**config.mk**
```make
export PLATFORM = sky130hd
export DESIGN_NAME = taillights_ctrl
export DESIGN_NICKNAME = d
export VERILOG_FILES = /design/src/rtl/taillights_pkg.sv /design/src/rtl/taillights_prescaler.sv /design/src/rtl/taillights_ctrl.sv
export SDC_FILE = /design/constraint.sdc
export NUM_CORES = 1
export LEC_CHECK = 0
export BUFFER_PORTS_ARGS = -buffer_cell sky130_fd_sc_hd__buf_2
export CAP_MARGIN = 20
export CORE_AREA = 3 3 40 42
export CTS_BUF_LIST = sky130_fd_sc_hd__clkbuf_4
export DETAILED_ROUTE_END_ITERATION = 16
export DIE_AREA = 0 0 43 45
export MAX_ROUTING_LAYER = met4
export PLACE_DENSITY = 0.49
export SYNTH_ARGS = -nofsm -noshare
export SYNTH_HDL_FRONTEND = slang
export SYNTH_HIERARCHICAL = 1
export SYNTH_SLANG_ARGS = --single-unit
```
**constraint.sdc**
```tcl
create_clock -name clk -period 1.82 [get_ports clk]
set_input_delay 0.364 -clock clk [delete_from_list [all_inputs] [get_ports clk]]
set_output_delay 0.364 -clock clk [all_outputs]
set_load 0.03 [all_outputs]
```
**src/rtl/taillights_pkg.sv**
```systemverilog
// Shared types, sequence lengths and arbitration helpers for the taillight sequencer.
// Optional hazard preemption is enabled with TAILLIGHTS_HAZARD_PREEMPT_EN (see taillights_ctrl).
package taillights_pkg;

  typedef enum logic [1:0] {MODE_OFF, MODE_LEFT, MODE_RIGHT, MODE_HAZARD} mode_t;

  localparam int SEQ_LEN_TURN = 4;
  localparam int SEQ_LEN_HAZ  = 2;

  // Both turn requests together are treated as a hazard request.
  function automatic mode_t arb(input logic left, input logic right, input logic hazard);
    mode_t m;
    if (hazard || (left && right)) m = MODE_HAZARD;
    else if (left)                 m = MODE_LEFT;
    else if (right)                m = MODE_RIGHT;
    else                           m = MODE_OFF;
    return m;
  endfunction

  function automatic logic [1:0] last_phase(input mode_t m);
    logic [1:0] p;
    if (m == MODE_HAZARD) p = 2'(SEQ_LEN_HAZ - 1);
    else                  p = 2'(SEQ_LEN_TURN - 1);
    return p;
  endfunction

endpackage

```
**src/rtl/taillights_prescaler.sv**
```systemverilog
// Step prescaler: counts 0..TICK_DIV-1 while enabled, clears to 0 when disabled.
// tick is a decode of the registered count, gated by en.
module taillights_prescaler #(
  parameter int TICK_DIV = 4
) (
  input  logic clk,
  input  logic rst,
  input  logic en,
  output logic tick
);

  localparam int CW = (TICK_DIV > 1) ? $clog2(TICK_DIV) : 1;
  localparam logic [CW-1:0] CNT_LAST = CW'(TICK_DIV - 1);

  logic [CW-1:0] r_cnt;

  always_ff @(posedge clk or posedge rst) begin
    if (rst)                            r_cnt <= '0;
    else if (!en || r_cnt == CNT_LAST)  r_cnt <= '0;
    else                                r_cnt <= r_cnt + CW'(1);
  end

  assign tick = en && (r_cnt == CNT_LAST);

endmodule

```
**src/rtl/taillights_ctrl.sv**
```systemverilog
// Taillight sequencing controller: arbitrates requests into a mode and paces step/frame pulses.
// Define TAILLIGHTS_HAZARD_PREEMPT_EN to let hazard cut a turn sequence at the next step.
module taillights_ctrl
  import taillights_pkg::*;
#(
  parameter int TICK_DIV = 4
) (
  input  logic       clk,
  input  logic       rst,
  input  logic       left_i,
  input  logic       right_i,
  input  logic       hazard_i,
  output mode_t      mode_o,
  output logic       step_o,
  output logic [1:0] phase_o,
  output logic       frame_o
);

  mode_t      r_mode;
  mode_t      w_mode_nxt;
  mode_t      w_arb;
  logic [1:0] r_phase;
  logic [1:0] w_phase_nxt;
  logic       w_active;
  logic       w_step;
  logic       w_last;
  logic       w_preempt;
  logic       w_frame;

  assign w_active = (r_mode != MODE_OFF);

  taillights_prescaler #(.TICK_DIV(TICK_DIV)) u_prescaler (
    .clk  (clk),
    .rst  (rst),
    .en   (w_active),
    .tick (w_step)
  );

  assign w_arb  = arb(left_i, right_i, hazard_i);
  assign w_last = (r_phase == last_phase(r_mode));

`ifdef TAILLIGHTS_HAZARD_PREEMPT_EN
  assign w_preempt = (w_arb == MODE_HAZARD) &&
                     (r_mode == MODE_LEFT || r_mode == MODE_RIGHT);
`else
  assign w_preempt = 1'b0;
`endif

  always_ff @(posedge clk or posedge rst) begin
    if (rst) begin
      r_mode  <= MODE_OFF;
      r_phase <= '0;
    end else begin
      r_mode  <= w_mode_nxt;
      r_phase <= w_phase_nxt;
    end
  end

  // Mode only changes from OFF or on a step edge that ends a sequence (or preempts it).
  always_comb begin
    w_mode_nxt  = r_mode;
    w_phase_nxt = r_phase;
    w_frame     = 1'b0;
    if (r_mode == MODE_OFF) begin
      w_mode_nxt  = w_arb;
      w_phase_nxt = '0;
    end else if (w_step) begin
      if (w_preempt) begin
        w_mode_nxt  = MODE_HAZARD;
        w_phase_nxt = '0;
      end else if (w_last) begin
        w_mode_nxt  = w_arb;
        w_phase_nxt = '0;
        w_frame     = 1'b1;
      end else begin
        w_phase_nxt = r_phase + 2'd1;
      end
    end
  end

  assign mode_o  = r_mode;
  assign step_o  = w_step;
  assign phase_o = r_phase;
  assign frame_o = w_frame;

endmodule

```
After elaboration in Yosys (flattened, before gate mapping):

Cells that the tools add are included.

* output and inout bits: 6
* flip-flop bits (word level): 6
* word-level logic and storage cells: 32
* input bits: 5

* eq/ne operators: 3
* add/sub/neg operators: 2
* mux-type cells: 14
* reduce and logical (&&, ||, !) cells: 10

Operators with widths (count)
* $mux 2: 11
* $reduce_bool 2->1: 3
* $add 2x1->2 const B: 2
* $eq 2x2->1 const B: 2
* $mux 1: 3
* $eq 2x2->1: 1
* $logic_and 1x1->1: 2
* $logic_not 2->1: 1
* $logic_or 1x1->1: 2
* $reduce_and 2->1: 1
* $logic_not 1->1: 1

Longest topological paths before layout:

* word-level depth: 6
* gate-level depth with buffers: 7
* gate-level depth less buffers: 6

By module:

The synthesis kept the hierarchy.

Modules (own cells, without submodules)
* taillights_ctrl: area each 246.5 µm², cells each 29, times used 1, seq. area each 100.1 µm²
* taillights_prescaler: area each 95.1 µm², cells each 7, times used 1, seq. area each 50.0 µm²

Least setup slack after synthesis:

OpenSTA, ideal clock, no wires.

* path type: reg2out
* start: register r_mode[0], in the netlist mode_o[0]
* end: output port frame_o
* path slack: -0.279 ns
* arrival time: 1.735 ns
* buffers on the path: 1
* stages on the path, launching flop included: 7
* required time: 1.456 ns
* cell sequence: dfrtp_1 buf_2 nor2_1 inv_1 and2_2 nand2_1 a21oi_1

* elaborated cells between the ends (all ways): 9
* classes of those cells: eq/ne (2); mux (4); reduce/logical (3)

RTL lines
* start: declaration: line taillights_ctrl.sv:19 `mode_t r_mode;`
* start signal: assignment: line taillights_ctrl.sv:54 `r_mode <= w_mode_nxt;`
* $reduce_bool 2->1: line taillights_ctrl.sv:30 `assign w_active = (r_mode != MODE_OFF);`
* via w_active: line taillights_ctrl.sv:24 `logic w_active;`
* $logic_and 1x1->1: line taillights_prescaler.sv:23 `assign tick = en && (r_cnt == CNT_LAST);`
* via step_o: line taillights_ctrl.sv:14 `output logic step_o,`
* $mux 1: line taillights_ctrl.sv:67 `end else if (w_step) begin`
* $mux 1: line taillights_ctrl.sv:64 `if (r_mode == MODE_OFF) begin`
* end: declaration: line taillights_ctrl.sv:16 `output logic frame_o`

The timed path passes the listed nets, and every way through them passes these cells.

Worst setup path after layout:

* start: register u_prescaler.r_cnt[0]
* end: output port frame_o

* cells in the longest elaborated chain, start to end: 4

Ends and longest elaborated chain
* start: declaration: line taillights_prescaler.sv:15 `logic [CW-1:0] r_cnt;`
* start signal: assignment: line taillights_prescaler.sv:20 `else r_cnt <= r_cnt + CW'(1);`
* $eq 2x2->1: line taillights_prescaler.sv:23
* $logic_and 1x1->1: line taillights_prescaler.sv:23
* $mux 1: line taillights_ctrl.sv:67
* $mux 1: line taillights_ctrl.sv:64

Every way passes these cells.

==> results.md <==
- Status: completed
- Worst hold slack: 0.437 ns
- Post-synth top area share: 44.0%
- Critical path's slowest cell: dfrtp_1
- Depth of the most critical reg-to-reg path: 6
- Max incr delay on CP: 0.36 ns
- Ys flop type: dfrtp_1
- EDFF count, synth: 0
- Power Internal: 0.535 mW
- Worst hold start: left_i
- Die height: 45 um
- Vias per cell: 4.51
- Initial drt markers: 14
- Crit Path Max Fanout: 7
- IO Pins: 11
- Final core area utilization: 38.1%
- Routability cong.: 0.713
- Lkg Pwr: 0.219 nW
- FF+latch count, synth: 6
- Starting Density: 26.6%
- Ant diodes: 0
- Most common cell in the netlist: dfrtp_1
- Layout Skew: 0.0140 ns
- WP data arrival: 1.35 ns
- Worst slew pin tran: 0.216 ns
- Post-synth net total: 42
- Clk_lat worst skew: 0.25 ns
- Logic pwr share: 57.1%
- Critical R2R Launch: mode_o[1]$_DFFE_PP0P_
- DRT Pass-1 Iters: 4
- CP Buf/Inv Count: 1
- Clock group share of total power: 15.4%
- Area of the die: 1940 um2
- RSZ-0062 raised after global routing: false
- Core area: 1280 um2
- Routed len/inst: 10.4 um
- Synth cell types: 20
- DP Wirelength: 517 um
- Synth area leaders: dfrtp_1 44%, o32ai_1 5.1%, a22oi_1 4.4%
- Global-route wire length before repair: 1240 um
- Switching Fraction: 45.3%
- Worst Setup Slack post-DPL: 0.181 ns
- Ratio of final minimum period to clock period: 93.9%
- MaxCap Viol Count: 0
- Pins over their slew limit: 0
- Yosys warns: 6
- Clk slew on worst S/H paths: 0.06 ns
- Fin cells: 68
- Hold Path End: mode_o[0]$_DFFE_PP0P_
- GRT Overall Usage: 9.78%
- Nets: 60
- Synthesis-to-layout area growth: 43.2%
- Req. time, crit path: 1.46 ns
- Sw Pwr: 0.443 mW
- CTS tree: done
- Final hold vios: 0
- Crit path cell chain: ha_2 -> and2_4 -> nand2_1 -> a21oi_4 -> buf_4
- Number of placement rows: 13
- IO Port Bufs: 10
- Mapped cell area: 342 um2
- Worst vdd ir: 715 uV
- Number of global-route vias before repair: 288
- Pwr Density: 2000 nW/um2
- Synth Instances: 36
- # setup viols final: 0
- Placed insts: 61
- Largest delay share family, worst path: flip-flops
- Layout cells sized above 1: 45.3%
- Hold Crit Depth: 3
- Via count: 307
- Die W: 43 um
- Critical Path Source Type: flop
- CTS root buf: clkbuf_4
- Residual DRC: 0
- Seq pwr share: 27.5%
- CTS sink cnt: 6
- Drt total wl: 710 um
- Kind of critical path: flop to output port
- GRT overflow: 0
- Cts bufs inserted: 3
- Largest net degree at the start of global routing: 9
- Reg2reg end: mode_o[1]$_DFFE_PP0P_
- Ys async rst share: 100%
- Reg2Reg Setup Slack: 0.48 ns
- Synth cell count leaders: 6 x dfrtp_1, 4 x nor2_1, 3 x inv_1, 3 x nand2_1
- Syn_area_per_cell: 9.49 um2
- Final min period: 1.71 ns
- Setup TNS Final: 0 ns
- Final setup margin: 0.111 ns
- Antenna violations before repair: 0
- Remaining antenna violation count: 0
- H-tree lvl count: 1
- Maximum clock frequency: 585 MHz
- Hold Path Class: input pin to flop
- Slew HR: 85.5%
- Top cell type by total area after synthesis: dfrtp_1
- Share of the yosys chip area belonging to registers: 44.0%
- Setup crit end kind: output port
- Clock Tree Buf Depth: 2
[power groups by stage]
stage                     Clock (mW)  Combinational, mW  Sequential, mW
after floorplan                    0              0.296           0.357
after global placement             0              0.499           0.286
after detailed placement           0              0.496           0.285
after CTS                      0.158              0.555           0.269
after global routing           0.165              0.612           0.281
final                          0.151              0.559           0.269
[flip-flops by register name (all words and copies together), names as in the netlist]
name,count
mode_o,2
phase_o,2
u_prescaler/r_cnt,2
[metrics by stage]
stage               instance area (um2)  power, mW
global placement                    425      0.785
floorplan                           354      0.653
global route                        489       1.06
finish                              489      0.978
CTS                                 485      0.982
detailed placement                  425      0.781
[worst reg2reg max path: cells and delay by family, from the launching register on]
family          cells  cell delay [ns]
simple gates        3             0.52
flops               1             0.38
compound gates      2             0.24
buf+inv             1             0.08
[worst max path at each step]
stage,startpoint,to,cells after the start
after floorplan,mode_o[1]$_DFFE_PP0P_,frame_o,5
after global placement,mode_o[0]$_DFFE_PP0P_,frame_o,6
after detailed placement,mode_o[0]$_DFFE_PP0P_,frame_o,6
after CTS,mode_o[1]$_DFFE_PP0P_,frame_o,6
after global routing,u_prescaler/r_cnt[0]$_DFF_PP0_,frame_o,5
final,u_prescaler/r_cnt[0]$_DFF_PP0_,frame_o,5
[cells in the final DEF, fill, tap and decap left out, types with 2 or more instances in the layout]
master	count
o32ai_1	2
buf_4	4
o21ai_0	2
inv_1	3
clkbuf_4	4
a22oi_1	2
buf_2	9
dfrtp_1	5
nand3b_1	2
nand2_1	3
nor2_1	3
[per-layer routing]
layer,global-route usage [%],part of all wire (%),vias up
li1,-,-,161
met1,11.4,48,138
met4,7.23,0,0
met3,5.98,7.5,0
met5,-,0,-
met2,12.0,45,8
[repair_timing]
action / CTS / global route
hold endpoints to repair: 5 / 0
setup buffers: 2 / 0
setup endpoints to repair: 1 / 1
hold buffers: 1 / 0
resized for setup: 2 / 2
[layout make-up]
type,count,area [um2]
Multi-Input combinational cell,26,193
Clock buffer,4,30.0
Tap cell,15,18.8
Sequential cell,6,151
Fill cell,133,796
Inverter,3,11.3
Timing Repair Buffer,14,85.1
[kinds of logic after synthesis]
logic type | synth area share, %
buf+inv | 4.76
simple gates | 26.7
fa+ha+maj | 3.66
flops | 44.0
compound gates | 15.8
xor+xnor | 5.13
(Power assumes the default switching activity.)
